$ cat src/rtl/regfile_bank_if.sv
// Command/observation bundle for regfile_bank: write port, pointer port, bulk clear,
// and the flattened register bus that feeds the address-select mux.
interface regfile_bank_if #(
    parameter int WIDTH = 8,
    parameter int NREG  = 32,
    parameter int AW    = 5
);
    // No valid/ready pair: commands are sampled on every rising edge while busy is low,
    // and are silently ignored while busy is high (busy is the only back-pressure).
    logic                  we;
    logic [AW-1:0]         waddr;
    logic [WIDTH-1:0]      wdata;
    logic [1:0]            ptr_op;
    logic [AW-1:0]         ptr_sel;
    logic                  clr;
    logic [NREG*WIDTH-1:0] regfile;
    logic                  busy;
    logic                  ptr_wrap;
    logic                  fsm_state;

    modport master (
        output we, waddr, wdata, ptr_op, ptr_sel, clr,
        input  regfile, busy, ptr_wrap, fsm_state
    );

    modport slave (
        input  we, waddr, wdata, ptr_op, ptr_sel, clr,
        output regfile, busy, ptr_wrap, fsm_state
    );
endinterface

$ cat src/rtl/regfile_bank.sv
// Byte-wide register bank with a write port, pointer inc/dec port and a sequenced
// bulk clear; all registers are exposed continuously on a flattened bus.
module regfile_bank #(
    parameter int WIDTH = 8,
    parameter int NREG  = 32,
    parameter int AW    = 5
) (
    input  logic           clk,
    input  logic           rst_n,
    regfile_bank_if.slave  bus
);
    typedef enum logic {
        IDLE  = 1'b0,
        CLEAR = 1'b1
    } state_t;

    state_t           state;
    logic [AW-1:0]    cnt;
    logic [WIDTH-1:0] regs [NREG];
    logic             busy_q;
    logic             wrap_q;
    logic             ptr_blocked;

    // A write to the pointer's own index takes priority and suppresses the pointer op.
    assign ptr_blocked = bus.we && (bus.waddr == bus.ptr_sel);

    always_ff @(posedge clk or negedge rst_n) begin
        if (!rst_n) begin
            state  <= IDLE;
            cnt    <= '0;
            busy_q <= 1'b0;
            wrap_q <= 1'b0;
            for (int i = 0; i < NREG; i++) begin
                regs[i] <= '0;
            end
        end else begin
            case (state)
                IDLE: begin
                    wrap_q <= 1'b0;
                    if (bus.clr) begin
                        state  <= CLEAR;
                        cnt    <= '0;
                        busy_q <= 1'b1;
                    end else begin
                        if (!ptr_blocked && bus.ptr_op == 2'b01) begin
                            regs[bus.ptr_sel] <= regs[bus.ptr_sel] + WIDTH'(1);
                            wrap_q            <= (regs[bus.ptr_sel] == '1);
                        end else if (!ptr_blocked && bus.ptr_op == 2'b10) begin
                            regs[bus.ptr_sel] <= regs[bus.ptr_sel] - WIDTH'(1);
                            wrap_q            <= (regs[bus.ptr_sel] == '0);
                        end
                        if (bus.we) begin
                            regs[bus.waddr] <= bus.wdata;
                        end
                    end
                end
                CLEAR: begin
                    wrap_q     <= 1'b0;
                    regs[cnt]  <= '0;
                    cnt        <= cnt + AW'(1);
                    if (cnt == AW'(NREG - 1)) begin
                        state  <= IDLE;
                        busy_q <= 1'b0;
                    end
                end
                default: begin
                    state  <= IDLE;
                    busy_q <= 1'b0;
                    wrap_q <= 1'b0;
                end
            endcase
        end
    end

    always_comb begin
        bus.regfile = '0;
        for (int n = 0; n < NREG; n++) begin
            bus.regfile[n*WIDTH +: WIDTH] = regs[n];
        end
    end

    assign bus.busy      = busy_q;
    assign bus.ptr_wrap  = wrap_q;
    assign bus.fsm_state = state;
endmodule

$ cat src/flat_wrapper.sv
// flat-port wrapper written by rule: the top's interface ports become plain ports
module regfile_bank_flat 
#(
    parameter int WIDTH = 8,
    parameter int NREG  = 32,
    parameter int AW    = 5
)
  (clk, rst_n, bus_we, bus_waddr, bus_wdata, bus_ptr_op, bus_ptr_sel, bus_clr, bus_regfile, bus_busy, bus_ptr_wrap, bus_fsm_state);
  regfile_bank_if #(.WIDTH(WIDTH), .NREG(NREG), .AW(AW)) bus_i ();
  input  logic clk;
  input  logic rst_n;
  input wire logic [$bits(bus_i.we)-1:0] bus_we;
  input wire logic [$bits(bus_i.waddr)-1:0] bus_waddr;
  input wire logic [$bits(bus_i.wdata)-1:0] bus_wdata;
  input wire logic [$bits(bus_i.ptr_op)-1:0] bus_ptr_op;
  input wire logic [$bits(bus_i.ptr_sel)-1:0] bus_ptr_sel;
  input wire logic [$bits(bus_i.clr)-1:0] bus_clr;
  output wire logic [$bits(bus_i.regfile)-1:0] bus_regfile;
  output wire logic [$bits(bus_i.busy)-1:0] bus_busy;
  output wire logic [$bits(bus_i.ptr_wrap)-1:0] bus_ptr_wrap;
  output wire logic [$bits(bus_i.fsm_state)-1:0] bus_fsm_state;
  assign bus_i.we = bus_we;
  assign bus_i.waddr = bus_waddr;
  assign bus_i.wdata = bus_wdata;
  assign bus_i.ptr_op = bus_ptr_op;
  assign bus_i.ptr_sel = bus_ptr_sel;
  assign bus_i.clr = bus_clr;
  assign bus_regfile = bus_i.regfile;
  assign bus_busy = bus_i.busy;
  assign bus_ptr_wrap = bus_i.ptr_wrap;
  assign bus_fsm_state = bus_i.fsm_state;
  regfile_bank #(.WIDTH(WIDTH), .NREG(NREG), .AW(AW)) u_core (.clk(clk), .rst_n(rst_n), .bus(bus_i));
endmodule
$ cat config.mk
export PLATFORM = sky130hd
export DESIGN_NAME = regfile_bank_flat
export DESIGN_NICKNAME = d
export VERILOG_FILES = /design/src/rtl/regfile_bank_if.sv /design/src/rtl/regfile_bank.sv /design/src/flat_wrapper.sv
export SDC_FILE = /design/constraint.sdc
export NUM_CORES = 1
export LEC_CHECK = 0
export CORE_MARGIN = 2
export CORE_UTILIZATION = 44
export DETAILED_ROUTE_END_ITERATION = 7
export PLACE_DENSITY = 0.69
export SYNTH_ARGS = -nofsm -noshare
export SYNTH_HDL_FRONTEND = slang
export SYNTH_SLANG_ARGS = --single-unit
$ cat constraint.sdc
create_clock -name clk -period 5.91 [get_ports clk]
set_input_delay 1.182 -clock clk [delete_from_list [all_inputs] [get_ports clk]]
set_output_delay 1.182 -clock clk [all_outputs]
set_load 0.03 [all_outputs]
==> results.md, run 1 <==
STA:
- The summed negative setup slack over all endpoints is 0 ns.
- The post-route minimum period is between 5 and 6 ns.
- Measured against its own limit, the worst slew margin works out to 0.0559.
- The hold violation count in the final report is 0.
- The slew at the pin with the worst max-slew slack is approximately 1.4 ns.
- Setup repair after global routing left no endpoint under its margin.
- The final worst clock skew is ~0.024 ns.
- The share of the clock period used by the worst path is 0.860.
- The number of max-slew violations in the final report is 0.
- The count of final setup violators is 0.
- The worst setup slack after layout is between 0.8 and 0.9 ns.
- The maximum clock frequency is ~200 MHz.

Worst setup path:
- Grouping stages by cell kind, the critical path spends the most delay in simple AND/OR/NAND/NOR gates.
- The critical path is of the in2reg type.
- The slowest cell on the critical path is sky130_fd_sc_hd__clkdlybuf4s50_1.
- The launch instance of the worst register-to-register path is u_core.bus.regfile[20].
- STA puts the critical path data arrival time at between 5 and 6 ns.
- The type of origin of the critical path is an input pin.
- For the worst setup path, the data required time is ~6.4 ns.
- The peak fanout along the critical path is 30.
- The highest cell delay on the worst timing path is 1.01 ns.
- The endpoint identified for the worst register-to-register timing path is u_core.bus.regfile[199].
- The number of cells traversed by the worst register-to-register path is 10.
- Traced cell by cell, the critical path runs through clkdlybuf4s50_1, buf_4, nand4b_1, o22ai_1, nor4_1, nand2_1, or3_1, or3_1, xnor2_4, buf_12, a211oi_1, a211oi_1.
- The critical path starts at bus_ptr_sel[2].
- The number of buffer and inverter instances along the worst setup path is 3.
- The capturing element type of the critical path is a flop.
- For flop-to-flop paths, the worst setup slack is 2.03 ns.

Detailed routing:
- In the routed layout, each cell is associated on average with a via count of 7.40.
- The count of nets left with antenna violations once routing finished came out at 0.
- The number of optimization iterations in the first detailed-route pass is 8.
- For this block, the routed nets add up to ~110000 um of wire.
- The number of vias in the routed layout is between 20k and 30k.
- In this run, the number of DRC markers left after iteration 0 of detailed routing was roughly 4.6k.
- For this run, design rule violations remaining after detail routing come to 0.
- The average routed wire per standard cell is around 32 um.

Clocking:
- The clock drives about 260 sinks.
- The later pin in the worst-skew pair is clocked with a latency of ~0.57 ns.
- The TritonCTS clock tree is built.
- Buffers added to address setup during post-CTS repair amount to 0.
- The clock passes through at most 3 buffers.
- The H-tree was split into 2 levels.
- The clock slew at the register clock pins of the worst setup and hold paths is approximately 0.060 ns.
- After clock tree synthesis, the flow added hold-fix buffers numbering 0.
- TritonCTS created 34 clock buffers.
- After clock tree synthesis, the repair step resized 0 gates.
- The clock root buffer is sky130_fd_sc_hd__clkbuf_16.

Logic synthesis:
- The area of the mapped netlist is between 15000 and 20000 um2.
- The portion of netlist area occupied by mux cells is 0.0710.
- Of the total synthesized cell area, the portion taken by XOR and XNOR cells is 0.00578.
- The net count after synthesis is about 2.6k.
- Of the total synthesized cell area, the portion taken by full adders, half adders and majority gates is 0.00503.
- The share of flip-flops with an asynchronous set or reset is 1.00.
- Averaged over all synthesized cells, the footprint is approximately 7.6 um2.
- During synthesis, Yosys emitted a total of 0 warnings.
- Of the total synthesized cell area, the portion taken by AND, OR, NAND and NOR gates is 0.222.
- The most used flip-flop cell after synthesis is sky130_fd_sc_hd__dfrtp_1.
- The number of instances in the synthesized netlist is ~2.6k.
- The register bit total from synthesis is roughly 260.
- By area, the combinational part of the netlist is dominated by compound AO/OA/AOI/OAI gates.
- The synthesized-area fraction occupied by ao, oa, aoi and oai cells came to 0.317.
- Counting distinct cell types in the post-synthesis netlist gives between 60 and 70.
- Yosys mapped a number of flops with a built-in enable equal to 0.
- The portion of the post-synthesis area used by sequential elements is 0.332.

Power:
- The proportion of power drawn by combinational gates is 0.394.
- After layout, the design draws a total of between 7 and 8 mW.
- In this run the power density over the cells is just over 300 nW/um2.
- In this run the static leakage power is slightly above 9 nW.
- The switching portion of total power is 0.432.
- The share of total power dissipated in sequential elements is 0.308.
- The cell internal power dissipation is 4.37 mW.
- The share of total power dissipated in the clock network is 0.298.
- The maximum vdd drop is between 0.2 and 0.25 mV.
- For this design the total switching power over the nets is between 3 and 4 mW.

Worst hold path:
- The critical hold path startpoint is u_core.bus.regfile[244].
- The path category of the worst min-delay check is reg2reg.
- The sink of the worst hold path is u_core.bus.regfile[244].
- The number of stages on the worst hold path is 2.

Placement:
- Detailed placement finished with a half-perimeter wire length of between 70000 and 80000 um.
- The number of port buffers is 282.
- The setup slack at placement is approximately 0.40 ns.
- The area of placed instances is between 20000 and 25000 um2.
- The final RePlAce weighted congestion is around 1.0.

Global route:
- The number of global-route vias before repair came to between 20k and 25k.
- The total overflow reported by the global router is 0.
- The maximum number of pins on one net before global-route repair is roughly 120.
- The first global-routing pass estimated 158000 um of wire.
- In the global route stage, overall resource usage came out at 0.455.
- The initial antenna violation count is 4.

Finish:
- Measured on the finished design, the core utilization comes to 0.555.
- The multi-input combinational cell area is 12400 um2.
- The sequential cells in the finished layout cover a total of ~6600 um2.
- Relative to the synthesized area, the layout overhead comes to 23.9%.
- The layout cell share with drive strength beyond 1 is 0.0808.
- The net count of the finished layout is 2832.
- The post-layout instance area is around 25000 um2.
- The total of fill cells in the finished design is between 4k and 5k.

Floorplan:
- The number of rows in the core area is 77.
- The die outline area is approximately 47000 um2.
- For this configuration, the core starts out at a cell density of 0.448.
- In this run the vertical extent of the chip is roughly 220 um.
- In this run the horizontal extent of the chip is approximately 220 um.
- In this run the count of I/O pins placed on the die edge is 283.
- After floorplanning, the core was sized to cover about 44000 um2.

Job:
- The tool flagged a number of max-cap violations equal to 0.

Run status:
- The run finished with clean final reports.
[cells in the final DEF (no fill, tap or decap), drive strengths merged, types with 13 or more instances in the layout]
master           n
a211oi          33
a21oi          216
a221oi          30
a22oi           20
a2bb2oi         33
a31o            37
a31oi           19
a32oi           24
buf             96
clkbuf          48
clkdlybuf4s50  278
dfrtp          264
mux2i          121
nand2          387
nand3           88
nand4           13
nor2           256
nor3           117
nor3b           17
nor4            22
o211ai          25
o21a            14
o21ai          289
o221ai          77
o22ai           90
o311ai          20
o31ai           18
or3             19
[Yosys cell counts (7+ instances only)]
library cell / n / area (um2)
sky130_fd_sc_hd__nand2_1: 387 / 1450
sky130_fd_sc_hd__o21ai_0: 271 / 1360
sky130_fd_sc_hd__dfrtp_1: 264 / 6610
sky130_fd_sc_hd__nor2_1: 256 / 961
sky130_fd_sc_hd__a21oi_1: 216 / 1080
sky130_fd_sc_hd__clkbuf_1: 155 / 582
sky130_fd_sc_hd__mux2i_1: 121 / 1210
sky130_fd_sc_hd__nor3_1: 116 / 581
sky130_fd_sc_hd__o22ai_1: 90 / 563
sky130_fd_sc_hd__nand3_1: 88 / 440
sky130_fd_sc_hd__o221ai_1: 77 / 674
sky130_fd_sc_hd__a31o_2: 37 / 324
sky130_fd_sc_hd__a2bb2oi_1: 33 / 289
sky130_fd_sc_hd__a221oi_1: 30 / 263
sky130_fd_sc_hd__a211oi_1: 27 / 203
sky130_fd_sc_hd__buf_2: 25 / 125
sky130_fd_sc_hd__o211ai_1: 25 / 188
sky130_fd_sc_hd__a32oi_1: 24 / 210
sky130_fd_sc_hd__buf_1: 24 / 90.1
sky130_fd_sc_hd__a22oi_1: 20 / 150
sky130_fd_sc_hd__nor4_1: 20 / 125
sky130_fd_sc_hd__a31oi_1: 19 / 119
sky130_fd_sc_hd__or3_1: 19 / 119
sky130_fd_sc_hd__o21ai_1: 18 / 90.1
sky130_fd_sc_hd__o31ai_1: 18 / 135
sky130_fd_sc_hd__nor3b_1: 17 / 128
sky130_fd_sc_hd__o21a_1: 14 / 105
sky130_fd_sc_hd__nand4_1: 13 / 81.3
sky130_fd_sc_hd__and2_1: 11 / 68.8
sky130_fd_sc_hd__o311ai_1: 11 / 96.3
sky130_fd_sc_hd__nor2b_1: 10 / 62.6
sky130_fd_sc_hd__a2111oi_0: 9 / 78.8
sky130_fd_sc_hd__buf_4: 9 / 67.6
sky130_fd_sc_hd__o311ai_0: 9 / 78.8
sky130_fd_sc_hd__ha_1: 8 / 100
sky130_fd_sc_hd__inv_1: 8 / 30.0
sky130_fd_sc_hd__mux4_2: 8 / 180
sky130_fd_sc_hd__o21bai_1: 8 / 60.1
sky130_fd_sc_hd__xnor2_1: 8 / 70.1
sky130_fd_sc_hd__nand2b_1: 7 / 43.8
[cell families after synthesis]
logic type      count (synthesis)
buf+inv                       226
fa+ha+maj                       8
simple gates                  986
compound gates                981
flops                         264
mux                           131
xor+xnor                       11
[power groups by stage]
stage | logic [mW] | clock network (mW) | registers, mW
global placement | 2.83 | 0 | 2.37
floorplan | 1.27 | 0 | 2.61
finish | 3.03 | 2.29 | 2.37
detailed placement | 2.87 | 0 | 2.37
global route | 3.10 | 2.36 | 2.38
CTS | 2.88 | 2.29 | 2.34
[worst register-to-register path: stages (launching register included)]
cell and delay [ns]:
sky130_fd_sc_hd__dfrtp_1 0.40, sky130_fd_sc_hd__mux2i_1 0.49, sky130_fd_sc_hd__o22ai_1 0.23, sky130_fd_sc_hd__nor4_1 0.48, sky130_fd_sc_hd__nand2_1 0.29, sky130_fd_sc_hd__or3_1 0.47, sky130_fd_sc_hd__or3_1 0.53, sky130_fd_sc_hd__xnor2_4 0.21
sky130_fd_sc_hd__buf_12 0.28, sky130_fd_sc_hd__a211oi_1 0.12, sky130_fd_sc_hd__a211oi_1 0.27
[how the worst max path moves through the flow]
stage / slack (ns) / cells past startpoint / endpoint
2_1_floorplan: 1.79 / 14 / u_core.bus.regfile[159]
3_3_place_gp: 0.44 / 14 / u_core.bus.regfile[30]
3_5_place_dp: 0.40 / 12 / u_core.bus.regfile[199]
4_1_cts: 0.98 / 12 / u_core.bus.regfile[199]
5_1_grt: 0.70 / 13 / u_core.bus.regfile[177]
6_report: 0.83 / 12 / u_core.bus.regfile[199]
[flip-flops by register name, summed over array words and instances (netlist names)]
register and count:
u_core.bus.busy 1, u_core.bus.fsm_state 1, u_core.bus.ptr_wrap 1, u_core.bus.regfile 256
u_core.cnt 5
[per-layer routing]
layer / GRT usage / part of all wire
met1: 0.586 / 0.36
met2: 0.636 / 0.40
met3: 0.172 / 0.16
met4: 0.292 / 0.082
met5: 0 / 0.00047
[metrics by stage]
stage	cells	hold slack, ns
CTS	3415	0.518
detailed placement	3356	0.507
floorplan	2607	0.589
global placement	3356	0.499
finish	3417	0.521
global route	3415	0.540
[cell type report]
class                      instances  share of cell area
multi-input combinational       2117               0.504
sequential                       264               0.268
timing repair buffer             374               0.148
clock buffer                      48              0.0407
tap                              592              0.0300
clock inverter                    11             0.00761
inverter                           9             0.00137
antenna                            2            0.000203
Note: power is estimated with default switching activity, not from simulation.
==> inputs of run 2 (changes only) <==
==> constraint.sdc (replaced) <==
create_clock -name clk -period 5.91 [get_ports clk]
set_input_delay 1.182 -clock clk [delete_from_list [all_inputs] [get_ports clk]]
set_output_delay 1.182 -clock clk [all_outputs]
set_load 0.1 [all_outputs]
==> results of run 2 <==
Same layout as run 1 (identical final DEF). Status: completed.
Main changes from that run: total power 7.69 mW -> 8.72 mW; worst IR drop on VDD 0.219 mV -> 0.235 mV
